`src/rtl/vga_fb_arbiter.sv`:
```
// Framebuffer arbiter: streams one scanline per line_req into a double-buffered
// line buffer while periodically lending the single-port RAM to the CPU.
module vga_fb_arbiter #(
  parameter int WORDS_PER_LINE = 160,
  parameter int ADDR_W         = 17,
  parameter int FB_BASE        = 0,
  parameter int CPU_SLOT       = 4
) (
  input  logic              pixelClock,
  input  logic              reset,
  input  logic              line_req,
  input  logic [9:0]        line_num,
  input  logic              cpu_req,
  input  logic              cpu_we,
  input  logic [ADDR_W-1:0] cpu_addr,
  input  logic [31:0]       cpu_wdata,
  output logic              cpu_ack,
  output logic [31:0]       cpu_rdata,
  output logic              mem_en,
  output logic              mem_we,
  output logic [ADDR_W-1:0] mem_addr,
  output logic [31:0]       mem_wdata,
  input  logic [31:0]       mem_rdata,
  output logic              lb_we,
  output logic [8:0]        lb_addr,
  output logic [31:0]       lb_wdata,
  output logic              fetch_busy,
  output logic              underrun
);

  localparam logic [1:0] S_IDLE  = 2'd0;
  localparam logic [1:0] S_FETCH = 2'd1;
  localparam logic [1:0] S_CPU   = 2'd2;

  localparam logic [7:0]        LAST_WORD = 8'(WORDS_PER_LINE - 1);
  localparam logic [7:0]        SLOT_MAX  = 8'(CPU_SLOT - 1);
  localparam logic [ADDR_W-1:0] BASE0     = ADDR_W'(FB_BASE);
  localparam logic [ADDR_W-1:0] WPL       = ADDR_W'(WORDS_PER_LINE);

  logic [1:0]        state_q, state_d;
  logic [ADDR_W-1:0] base_q, base_d;
  logic [7:0]        word_q, word_d;
  logic              bank_q, bank_d;
  logic [7:0]        slot_q, slot_d;
  logic              underrun_q, underrun_d;
  logic              lbv_q;
  logic [8:0]        lb_addr_q;
  logic              ack_q;
  logic              ack_rd_q;

  logic              steal;
  logic              cpu_acc;
  logic              fetch_rd;
  logic              start;
  logic [ADDR_W-1:0] fetch_addr;
  logic [ADDR_W-1:0] new_base;

  // The cycle right after a grant carries cpu_ack, so it never grants again.
  assign steal      = (state_q == S_FETCH) && cpu_req && !ack_q && (slot_q >= SLOT_MAX);
  assign cpu_acc    = (state_q == S_CPU) || steal;
  assign fetch_rd   = (state_q == S_FETCH) && !steal;
  assign fetch_addr = base_q + ADDR_W'(word_q);
  assign new_base   = BASE0 + ADDR_W'(line_num) * WPL;

  always_comb begin
    state_d    = state_q;
    base_d     = base_q;
    word_d     = word_q;
    bank_d     = bank_q;
    slot_d     = slot_q;
    underrun_d = underrun_q;
    start      = 1'b0;
    case (state_q)
      S_IDLE: begin
        if (line_req) start = 1'b1;
        else if (cpu_req && !ack_q) state_d = S_CPU;
      end
      S_FETCH: begin
        if (line_req) begin
          start      = 1'b1;
          underrun_d = 1'b1;
        end else if (steal) begin
          slot_d = 8'd0;
        end else begin
          word_d = word_q + 8'd1;
          if (slot_q < SLOT_MAX) slot_d = slot_q + 8'd1;
          if (word_q == LAST_WORD) state_d = S_IDLE;
        end
      end
      S_CPU: begin
        if (line_req) start = 1'b1;
        else state_d = S_IDLE;
      end
      default: state_d = S_IDLE;
    endcase
    if (start) begin
      state_d = S_FETCH;
      base_d  = new_base;
      word_d  = 8'd0;
      bank_d  = ~bank_q;
      slot_d  = 8'd0;
    end
  end

  always_ff @(posedge pixelClock) begin
    if (reset) begin
      state_q    <= S_IDLE;
      word_q     <= 8'd0;
      bank_q     <= 1'b0;
      slot_q     <= 8'd0;
      underrun_q <= 1'b0;
      lbv_q      <= 1'b0;
      ack_q      <= 1'b0;
    end else begin
      state_q    <= state_d;
      word_q     <= word_d;
      bank_q     <= bank_d;
      slot_q     <= slot_d;
      underrun_q <= underrun_d;
      lbv_q      <= fetch_rd;
      ack_q      <= cpu_acc;
    end
  end

  // Data-only registers; every consumer is qualified by a reset control flag.
  always_ff @(posedge pixelClock) begin
    base_q    <= base_d;
    lb_addr_q <= {bank_q, word_q};
    ack_rd_q  <= ~cpu_we;
  end

  assign mem_en     = fetch_rd | cpu_acc;
  assign mem_we     = cpu_acc & cpu_we;
  assign mem_addr   = cpu_acc ? cpu_addr : (fetch_rd ? fetch_addr : '0);
  assign mem_wdata  = cpu_acc ? cpu_wdata : '0;
  assign lb_we      = lbv_q;
  assign lb_addr    = lbv_q ? lb_addr_q : '0;
  assign lb_wdata   = lbv_q ? mem_rdata : '0;
  assign cpu_ack    = ack_q;
  assign cpu_rdata  = (ack_q && ack_rd_q) ? mem_rdata : '0;
  assign fetch_busy = (state_q == S_FETCH);
  assign underrun   = underrun_q;

endmodule

```
`config.mk`:
```
export PLATFORM = sky130hd
export DESIGN_NAME = vga_fb_arbiter
export DESIGN_NICKNAME = d
export VERILOG_FILES = /design/src/rtl/vga_fb_arbiter.sv
export SDC_FILE = /design/constraint.sdc
export NUM_CORES = 1
export LEC_CHECK = 0
export ABC_AREA = 0
export BUFFER_PORTS_ARGS = -buffer_cell sky130_fd_sc_hd__clkbuf_2
export CAP_MARGIN = 20
export CORE_MARGIN = 2
export CORE_UTILIZATION = 37
export DETAILED_ROUTE_END_ITERATION = 7
export PLACE_DENSITY = 0.77
export SLEW_MARGIN = 40
export SYNTH_ARGS = -nofsm -noshare
export SYNTH_HDL_FRONTEND = slang
export SYNTH_SLANG_ARGS = --single-unit
```
`constraint.sdc`:
```
create_clock -name pixelClock -period 2.3 [get_ports pixelClock]
set_input_delay 0.46 -clock pixelClock [delete_from_list [all_inputs] [get_ports pixelClock]]
set_output_delay 0.46 -clock pixelClock [all_outputs]
set_load 0.02 [all_outputs]
```
==> results of run 1 <==
[logic make-up (layout without fill, tap and decap cells)]
logic type	Yosys count	count (layout)	synth area share, %
buffers and inverters	28	291	3.799
adder cells (fa/ha/maj)	23	23	9.782
XOR/XNOR	24	24	6.791
AO/OA/AOI/OAI	56	56	11.72
multiplexers	1	1	0.3234
flip-flops	44	44	32.34
AND/OR/NAND/NOR	191	191	35.25
[state kept, by name, indices dropped and copies added (netlist names)]
name and cells:
ack_rd_q 1, bank_q 1, base_q 12, cpu_ack 1
lb_addr_q 9, lb_we 1, slot_q 8, state_q 2
underrun 1, word_q 8
[area by class of cell]
cell class                      count  area share [%]
Clock inverter                      2          0.1793
Clock buffer                        6           1.479
Inverter                           10          0.6725
Tap cell                          105           2.354
Sequential cell                    44           18.09
Timing Repair Buffer              273           36.79
Multi-Input combinational cell    295           40.44
[per-layer routing]
metal / wire, um / global-route usage (%) / part of all wire (%) / vias up
li1: - / - / - / 1791
met1: 4020 / 23.42 / 36 / 1647
met2: 5830 / 42.55 / 53 / 170
met3: 849 / 4.585 / 7.7 / 25
met4: 341 / 7.976 / 3.1 / 0
met5: 0 / 0 / 0 / -
[worst min-delay path by stage]
stage           start           end  slack [ps]  depth (start not counted)
6_report       cpu_we      ack_rd_q         320                          2
5_1_grt        cpu_we      ack_rd_q         330                          2
4_1_cts        cpu_we      ack_rd_q         320                          2
3_5_place_dp   bank_q  lb_addr_q[8]         360                          0
3_3_place_gp   bank_q  lb_addr_q[8]         360                          0
2_1_floorplan  bank_q  lb_addr_q[8]         350                          0
[synth_stat cells (2+ instances only)]
cell type / number
sky130_fd_sc_hd__a211oi_1: 4
sky130_fd_sc_hd__a21o_1: 2
sky130_fd_sc_hd__a21oi_1: 12
sky130_fd_sc_hd__a22o_1: 6
sky130_fd_sc_hd__a31oi_1: 3
sky130_fd_sc_hd__and2_1: 75
sky130_fd_sc_hd__and3_1: 36
sky130_fd_sc_hd__clkbuf_1: 15
sky130_fd_sc_hd__dfxtp_1: 32
sky130_fd_sc_hd__edfxtp_1: 12
sky130_fd_sc_hd__fa_1: 2
sky130_fd_sc_hd__ha_1: 21
sky130_fd_sc_hd__inv_1: 9
sky130_fd_sc_hd__nand2_1: 23
sky130_fd_sc_hd__nand2b_1: 3
sky130_fd_sc_hd__nand3_1: 9
sky130_fd_sc_hd__nand4_1: 5
sky130_fd_sc_hd__nor2_1: 27
sky130_fd_sc_hd__nor2b_1: 2
sky130_fd_sc_hd__nor3_1: 4
sky130_fd_sc_hd__o21a_1: 3
sky130_fd_sc_hd__o21ai_0: 6
sky130_fd_sc_hd__o21ai_1: 9
sky130_fd_sc_hd__o21bai_1: 3
sky130_fd_sc_hd__xnor2_1: 9
sky130_fd_sc_hd__xor2_1: 15
[repair_timing]
| item | in CTS | in global routing |
|---|---|---|
| setup buffers | 20 | 6 |
| gates resized for setup | 137 | 93 |
| endpoints found under the setup margin | 50 | 51 |
| gates cloned | 7 | 1 |
| pin swaps | 42 | 23 |
[layout by cell type (no fill, tap or decap), drive strengths merged, types with 2 or more instances in the layout]
master  instances
nor2           27
edfxtp         12
o21ai          16
buf            89
nand2b          3
o21bai          3
nand2          23
and3           36
xnor2           9
a211oi          4
and2           75
a21o            2
nand4           6
clkbuf        190
fa              2
nand3           9
a21oi          12
clkinv          2
a22o            6
dfxtp          32
nor3            4
o21a            3
ha             21
a31oi           3
nor2b           2
xor2           15
inv            10
[power breakdown]
part           internal (mW)  switching [mW]  leakage (nW)  total [mW]
combinational          0.332           0.343          2.45       0.674
sequential             0.844          0.0395         0.379       0.884
clock                  0.240           0.262        0.0510       0.502
total                   1.42           0.644          2.88        2.06
==> summary.md, run 1 <==
| Metric | Value |
|---|---|
| Ys Warns | `0` |
| Critical path's largest stage delay | `410 ps` |
| Reg2reg path depth | `10` |
| Startpoint Class | `flop` |
| Run status | `finished, violations left` |
| TritonCTS clock tree | `done` |
| Largest net degree at the start of global routing | `43` |
| Worst reg2reg endpoint | `word_q[7]` |
| Clock period minus final worst setup slack | `2563 ps` |
| Min-Delay Path Class | `input pin to flop` |
| FF-to-FF setup slack | `180 ps` |
| Signed area change from the synthesized netlist to the final layout | `80.32%` |
| Site row count | `33` |
| Transition at the pin with the smallest max-transition slack | `730.2 ps` |
| Part of the cycle the worst path needs | `111.4%` |
| Average size of a mapped cell | `8.435 um^2` |
| Worst skew pair latency | `300 ps` |
| Last element of the critical path | `mem_addr[11]` |
| Number of synthesized register bits | `44` |
| Post-layout worst setup margin | `-263.2 ps` |
| Cell area after layout | `0.005582 mm^2` |
| RSZ-0062 raised after global routing | `yes` |
| Wire length after detailed routing | `11040 um` |
| Drt pass-1 iters | `4` |
| Cell class contributing the biggest share of worst-path delay | `adder cells` |
| Largest cells by area after synthesis | `sky130_fd_sc_hd__dfxtp_1 (21%), sky130_fd_sc_hd__and2_1 (15%), sky130_fd_sc_hd__edfxtp_1 (12%), sky130_fd_sc_hd__ha_1 (8.5%), sky130_fd_sc_hd__and3_1 (7.3%)` |
| Post-synth cell types | `46` |
| Arrival time of data at the critical path endpoint | `2100 ps` |
| Final sum of negative setup slack | `-6226 ps` |
| Util after Layout | `68.27%` |
| Hold Fails Final Rpt | `0` |
| CP max-delay cell | `sky130_fd_sc_hd__fa_2` |
| Die H | `95.47 um` |
| Buffer and inverter count on the worst path | `2` |
| Critical path depth | `9` |
| Net count after synthesis | `486` |
| Data required time at the worst endpoint | `1840 ps` |
| Die Area | `0.009114 mm^2` |
| Number of input and output port buffers inserted | `223` |
| Start point of the critical path | `base_q[5]` |
| Total Power | `2.060 mW` |
| Number of slew-limit violations in the final report | `0` |
| Cell area after synthesis | `0.003095 mm^2` |
| Final Wtd Congestion | `0.8396` |
| Iter 0 DRT Violations | `92` |
| Horizontal die dimension | `95.47 um` |
| Most frequently used flop master after synthesis | `sky130_fd_sc_hd__dfxtp_1` |
| Layout net count | `748` |
| Post-synth top area cell | `sky130_fd_sc_hd__dfxtp_1` |
| Share of flip-flops with an asynchronous set or reset | `0%` |
| GRT Overall Usage | `22.07%` |
| Register area | `0.001010 mm^2` |
| Setup slack after placement | `-248.1 ps` |
| Critical path cell sequence | `ha_2, inv_2, fa_2, nor2b_4, o21a_4, nand3_4, xor2_2, o21ai_2, clkbuf_8` |
| DRC errors left | `0` |
| Worst slew margin relative to its limit | `51.25%` |
| Clock transition time at the flip-flop clock pins of the worst setup and hold paths | `80 ps` |
| Post-synthesis instance total | `367` |
| Wire length of the first global-routing pass | `15710 um` |
| Worst r2r src | `slot_q[1]` |
| Fraction of layout instances using a drive strength above 1 | `56.03%` |
| Number of sinks on the clock net | `44` |
| Clk root buf | `sky130_fd_sc_hd__clkbuf_8` |
| Crit-path max FO | `4` |
| Skew final | `7.684 ps` |
| Deepest level of the CTS H-tree | `2` |
| Leak | `2.880 nW` |
| Worst voltage drop across the vdd grid | `264.1 uV` |
| Top cell type's share of synthesized area | `20.70%` |
| Number of global-route vias before repair | `3369` |
| Setup-failing EPs final | `50` |
| Cell area power density | `369.1 mW/mm^2` |
| FILL cells | `613` |
| Antenna violations before repair | `0` |
| Post-CTS Hold Buffers | `0` |
| Average wire length per cell after detail routing | `15.02 um` |
| Critical Path Sink Type | `output pin` |
| Footprint of the multi-input gates | `0.002257 mm^2` |
| Critical path class | `flop to output pin` |
| Initial standard-cell utilization of the core | `37.86%` |
| Sequential fraction of the synthesis area | `32.34%` |
| Achievable frequency | `390.1 MHz` |
| Antenna diode count | `0` |
| CTS Buf Count | `5` |
| Detailed placement HPWL | `7543 um` |
| Boundary Pins | `224` |
| Routed vias/inst | `4.943` |
| # Max-Cap Violations | `0` |
| Overflow left after global routing | `0` |
| Routed Antenna Nets | `0` |
| CORE AREA | `0.008175 mm^2` |
| Largest buffer count on any clock path | `2` |
| Number of cells in the finished layout apart from fillers | `735` |
| Worst hold margin | `319.0 ps` |
| Failing checks | `negative setup slack` |
| Total via count after detailed routing | `3633` |
| Inst Count DP | `698` |
| Count of flip-flops with a built-in enable after synthesis | `12` |
| Post-placement cell area | `0.004444 mm^2` |
Note: power is estimated with default switching activity, not from simulation.
==> run 2: changes to the inputs <==
--- a/config.mk
+++ b/config.mk
@@ -9,9 +9,9 @@
 export BUFFER_PORTS_ARGS = -buffer_cell sky130_fd_sc_hd__clkbuf_2
 export CAP_MARGIN = 20
 export CORE_MARGIN = 2
-export CORE_UTILIZATION = 37
+export CORE_UTILIZATION = 41
 export DETAILED_ROUTE_END_ITERATION = 7
-export PLACE_DENSITY = 0.77
+export PLACE_DENSITY = 0.81
 export SLEW_MARGIN = 40
 export SYNTH_ARGS = -nofsm -noshare
 export SYNTH_HDL_FRONTEND = slang
==> constraint.sdc (replaced) <==
create_clock -name pixelClock -period 2.4 [get_ports pixelClock]
set_input_delay 0.48 -clock pixelClock [delete_from_list [all_inputs] [get_ports pixelClock]]
set_output_delay 0.48 -clock pixelClock [all_outputs]
set_load 0.02 [all_outputs]
==> summary.md, run 2 (synthesis results as in run 1) <==
| Metric | Value |
|---|---|
| Worst voltage drop across the vdd grid | `376.3 uV (was 264.1 uV)` |
| Layout net count | `735 (was 748)` |
| CTS Buf Count | `5 (unchanged)` |
| Wire length of the first global-routing pass | `19750 um (was 15710 um)` |
| Detailed placement HPWL | `9076 um (was 7543 um)` |
| Site row count | `31 (was 33)` |
| Arrival time of data at the critical path endpoint | `2150 ps (was 2100 ps)` |
| Most common cell after layout, fill and taps aside | `sky130_fd_sc_hd__clkbuf_2 (unchanged)` |
| Critical Path Sink Type | `output pin (unchanged)` |
| Setup-failing EPs final | `49 (was 50)` |
| Register name with the most flops | `base_q (unchanged)` |
| Worst slew margin relative to its limit | `62.01% (was 51.25%)` |
| Number of global-route vias before repair | `3770 (was 3369)` |
| Clock transition time at the flip-flop clock pins of the worst setup and hold paths | `100 ps (was 80 ps)` |
| Most used cells in the layout excluding fill and tap cells | `sky130_fd_sc_hd__clkbuf_2 (174), sky130_fd_sc_hd__and2_1 (43), sky130_fd_sc_hd__and3_1 (36) (was sky130_fd_sc_hd__clkbuf_2 (173), sky130_fd_sc_hd__and2_1 (45), sky130_fd_sc_hd__and3_1 (36), sky130_fd_sc_hd__buf_4 (36), sky130_fd_sc_hd__and2_4 (30))` |
| Worst r2r src | `slot_q[0] (was slot_q[1])` |
| DRC errors left | `0 (unchanged)` |
| Worst reg2reg endpoint | `word_q[7] (unchanged)` |
| Transition at the pin with the smallest max-transition slack | `569.0 ps (was 730.2 ps)` |
| Post-layout worst setup margin | `-231.1 ps (was -263.2 ps)` |
| Cell area after layout | `0.005360 mm^2 (was 0.005582 mm^2)` |
| Last element of the critical path | `mem_addr[11] (unchanged)` |
| Achievable frequency | `380.1 MHz` |
| Clock period minus final worst setup slack | `2631 ps` |
| GRT Overall Usage | `29.89% (was 22.07%)` |
| Data required time at the worst endpoint | `1920 ps (was 1840 ps)` |
| TritonCTS clock tree | `done (unchanged)` |
| RSZ-0062 raised after global routing | `yes (unchanged)` |
| Clk root buf | `sky130_fd_sc_hd__clkbuf_8 (unchanged)` |
| Deepest level of the CTS H-tree | `2 (unchanged)` |
| Run status | `finished, violations left (unchanged)` |
| Drt pass-1 iters | `5 (was 4)` |
| Largest registers | `base_q: 12 flops, lb_addr_q: 9 flops (unchanged)` |
| Util after Layout | `73.51% (was 68.27%)` |
| Reg2reg path depth | `8 (was 10)` |
| Total via count after detailed routing | `3839 (was 3633)` |
| Number of slew-limit violations in the final report | `0 (unchanged)` |
| Number of flip-flops under the largest register name | `12 (unchanged)` |
| Fraction of layout instances using a drive strength above 1 | `54.62% (was 56.03%)` |
| Final Wtd Congestion | `0.8852 (was 0.8396)` |
| Routed Antenna Nets | `0 (unchanged)` |
| Critical path class | `flop to output pin (unchanged)` |
| Startpoint Class | `flop (unchanged)` |
| Number of sinks on the clock net | `44 (unchanged)` |
| Largest net degree at the start of global routing | `35 (was 43)` |
| Die H | `90.89 um (was 95.47 um)` |
| CORE AREA | `0.007292 mm^2 (was 0.008175 mm^2)` |
| Die Area | `0.008261 mm^2 (was 0.009114 mm^2)` |
| Post-placement cell area | `0.004385 mm^2 (was 0.004444 mm^2)` |
| FF-to-FF setup slack | `490 ps (was 180 ps)` |
| Worst skew pair latency | `320 ps (was 300 ps)` |
| Average wire length per cell after detail routing | `19.02 um (was 15.02 um)` |
| Leak | `2.780 nW (was 2.880 nW)` |
| Initial standard-cell utilization of the core | `42.45% (was 37.86%)` |
| Horizontal die dimension | `90.89 um (was 95.47 um)` |
| Antenna diode count | `0 (unchanged)` |
| Hold Fails Final Rpt | `0 (unchanged)` |
| Boundary Pins | `224 (unchanged)` |
| Signed area change from the synthesized netlist to the final layout | `73.16% (was 80.32%)` |
| Start point of the critical path | `base_q[5] (unchanged)` |
| Part of the cycle the worst path needs | `109.6%` |
| Min-Delay Path Class | `input pin to flop (unchanged)` |
| Total Power | `2.105 mW (was 2.060 mW)` |
| Failing checks | `negative setup slack (unchanged)` |
| Crit-path max FO | `4 (unchanged)` |
| Skew final | `13.12 ps (was 7.684 ps)` |
| Cell area power density | `392.8 mW/mm^2 (was 369.1 mW/mm^2)` |
| Overflow left after global routing | `0 (unchanged)` |
| Wire length after detailed routing | `13620 um (was 11040 um)` |
| Routed vias/inst | `5.362 (was 4.943)` |
| Number of input and output port buffers inserted | `223 (unchanged)` |
| Iter 0 DRT Violations | `211 (was 92)` |
| Antenna violations before repair | `0 (unchanged)` |
| # Max-Cap Violations | `0 (unchanged)` |
| Largest buffer count on any clock path | `2 (unchanged)` |
| Final sum of negative setup slack | `-3877 ps (was -6226 ps)` |
## run 2: power by group
group / total, mW / switching, mW / internal (mW) / leakage, nW
Sequential: 0.850 / 0.0411 / 0.809 / 0.379
Combinational: 0.635 / 0.340 / 0.295 / 2.34
Clock: 0.620 / 0.279 / 0.341 / 0.0614
## run 2: worst max-delay path, stage by stage (launching register included)
cell,delay [ps]
sky130_fd_sc_hd__edfxtp_1,380
sky130_fd_sc_hd__ha_4,150
sky130_fd_sc_hd__inv_2,40
sky130_fd_sc_hd__fa_2,360
sky130_fd_sc_hd__nor2b_2,160
sky130_fd_sc_hd__o21a_2,180
sky130_fd_sc_hd__nand3_2,90
sky130_fd_sc_hd__xor2_1,160
sky130_fd_sc_hd__o21ai_1,150
sky130_fd_sc_hd__buf_4,160
## run 2: cell type report
type / count / area (um^2)
Multi-Input combinational cell: 295 / 2206
Fill cell: 547 / 1932
Timing Repair Buffer: 260 / 1861
Sequential cell: 44 / 1011
Tap cell: 99 / 123.9
Clock buffer: 6 / 82.58
Clock inverter: 2 / 38.79
Inverter: 10 / 37.54
## run 2: stage by stage
| stage | setup WS, ps | hold slack (ps) | instances |
|---|---|---|---|
| 2_1_floorplan | 28.34 | 350.1 | 367 |
| 3_3_place_gp | -86.54 | 353.9 | 685 |
| 3_5_place_dp | -246.6 | 355.9 | 685 |
| 4_1_cts | -172.4 | 322.9 | 710 |
| 5_1_grt | -333.5 | 332.5 | 716 |
| 6_report | -231.1 | 313.0 | 716 |
## run 2: repair_timing
action | 4_1_cts | 5_1_grt
setup buffers | 13 | 10
resized for setup | 123 | 100
hold buffers | 0 | 0
cloned | 4 | 2
pin swaps | 19 | 34
setup endpoints to repair | 50 | 51
## run 2: how the worst min path moves through the flow
| stage | slack (ps) | cells past startpoint | end | from |
|---|---|---|---|---|
| 2_1_floorplan | 350 | 0 | lb_addr_q[8] | bank_q |
| 3_3_place_gp | 350 | 0 | lb_addr_q[8] | bank_q |
| 3_5_place_dp | 360 | 0 | lb_addr_q[8] | bank_q |
| 4_1_cts | 320 | 2 | ack_rd_q | cpu_we |
| 5_1_grt | 330 | 2 | ack_rd_q | cpu_we |
| 6_report | 310 | 2 | ack_rd_q | cpu_we |
## run 2: per-layer routing
metal / part of all wire, % / global-route usage, %
met2: 52 / 55.10
met5: 0 / 0
met3: 6.7 / 5.259
met1: 38 / 35.21
met4: 2.9 / 8.838
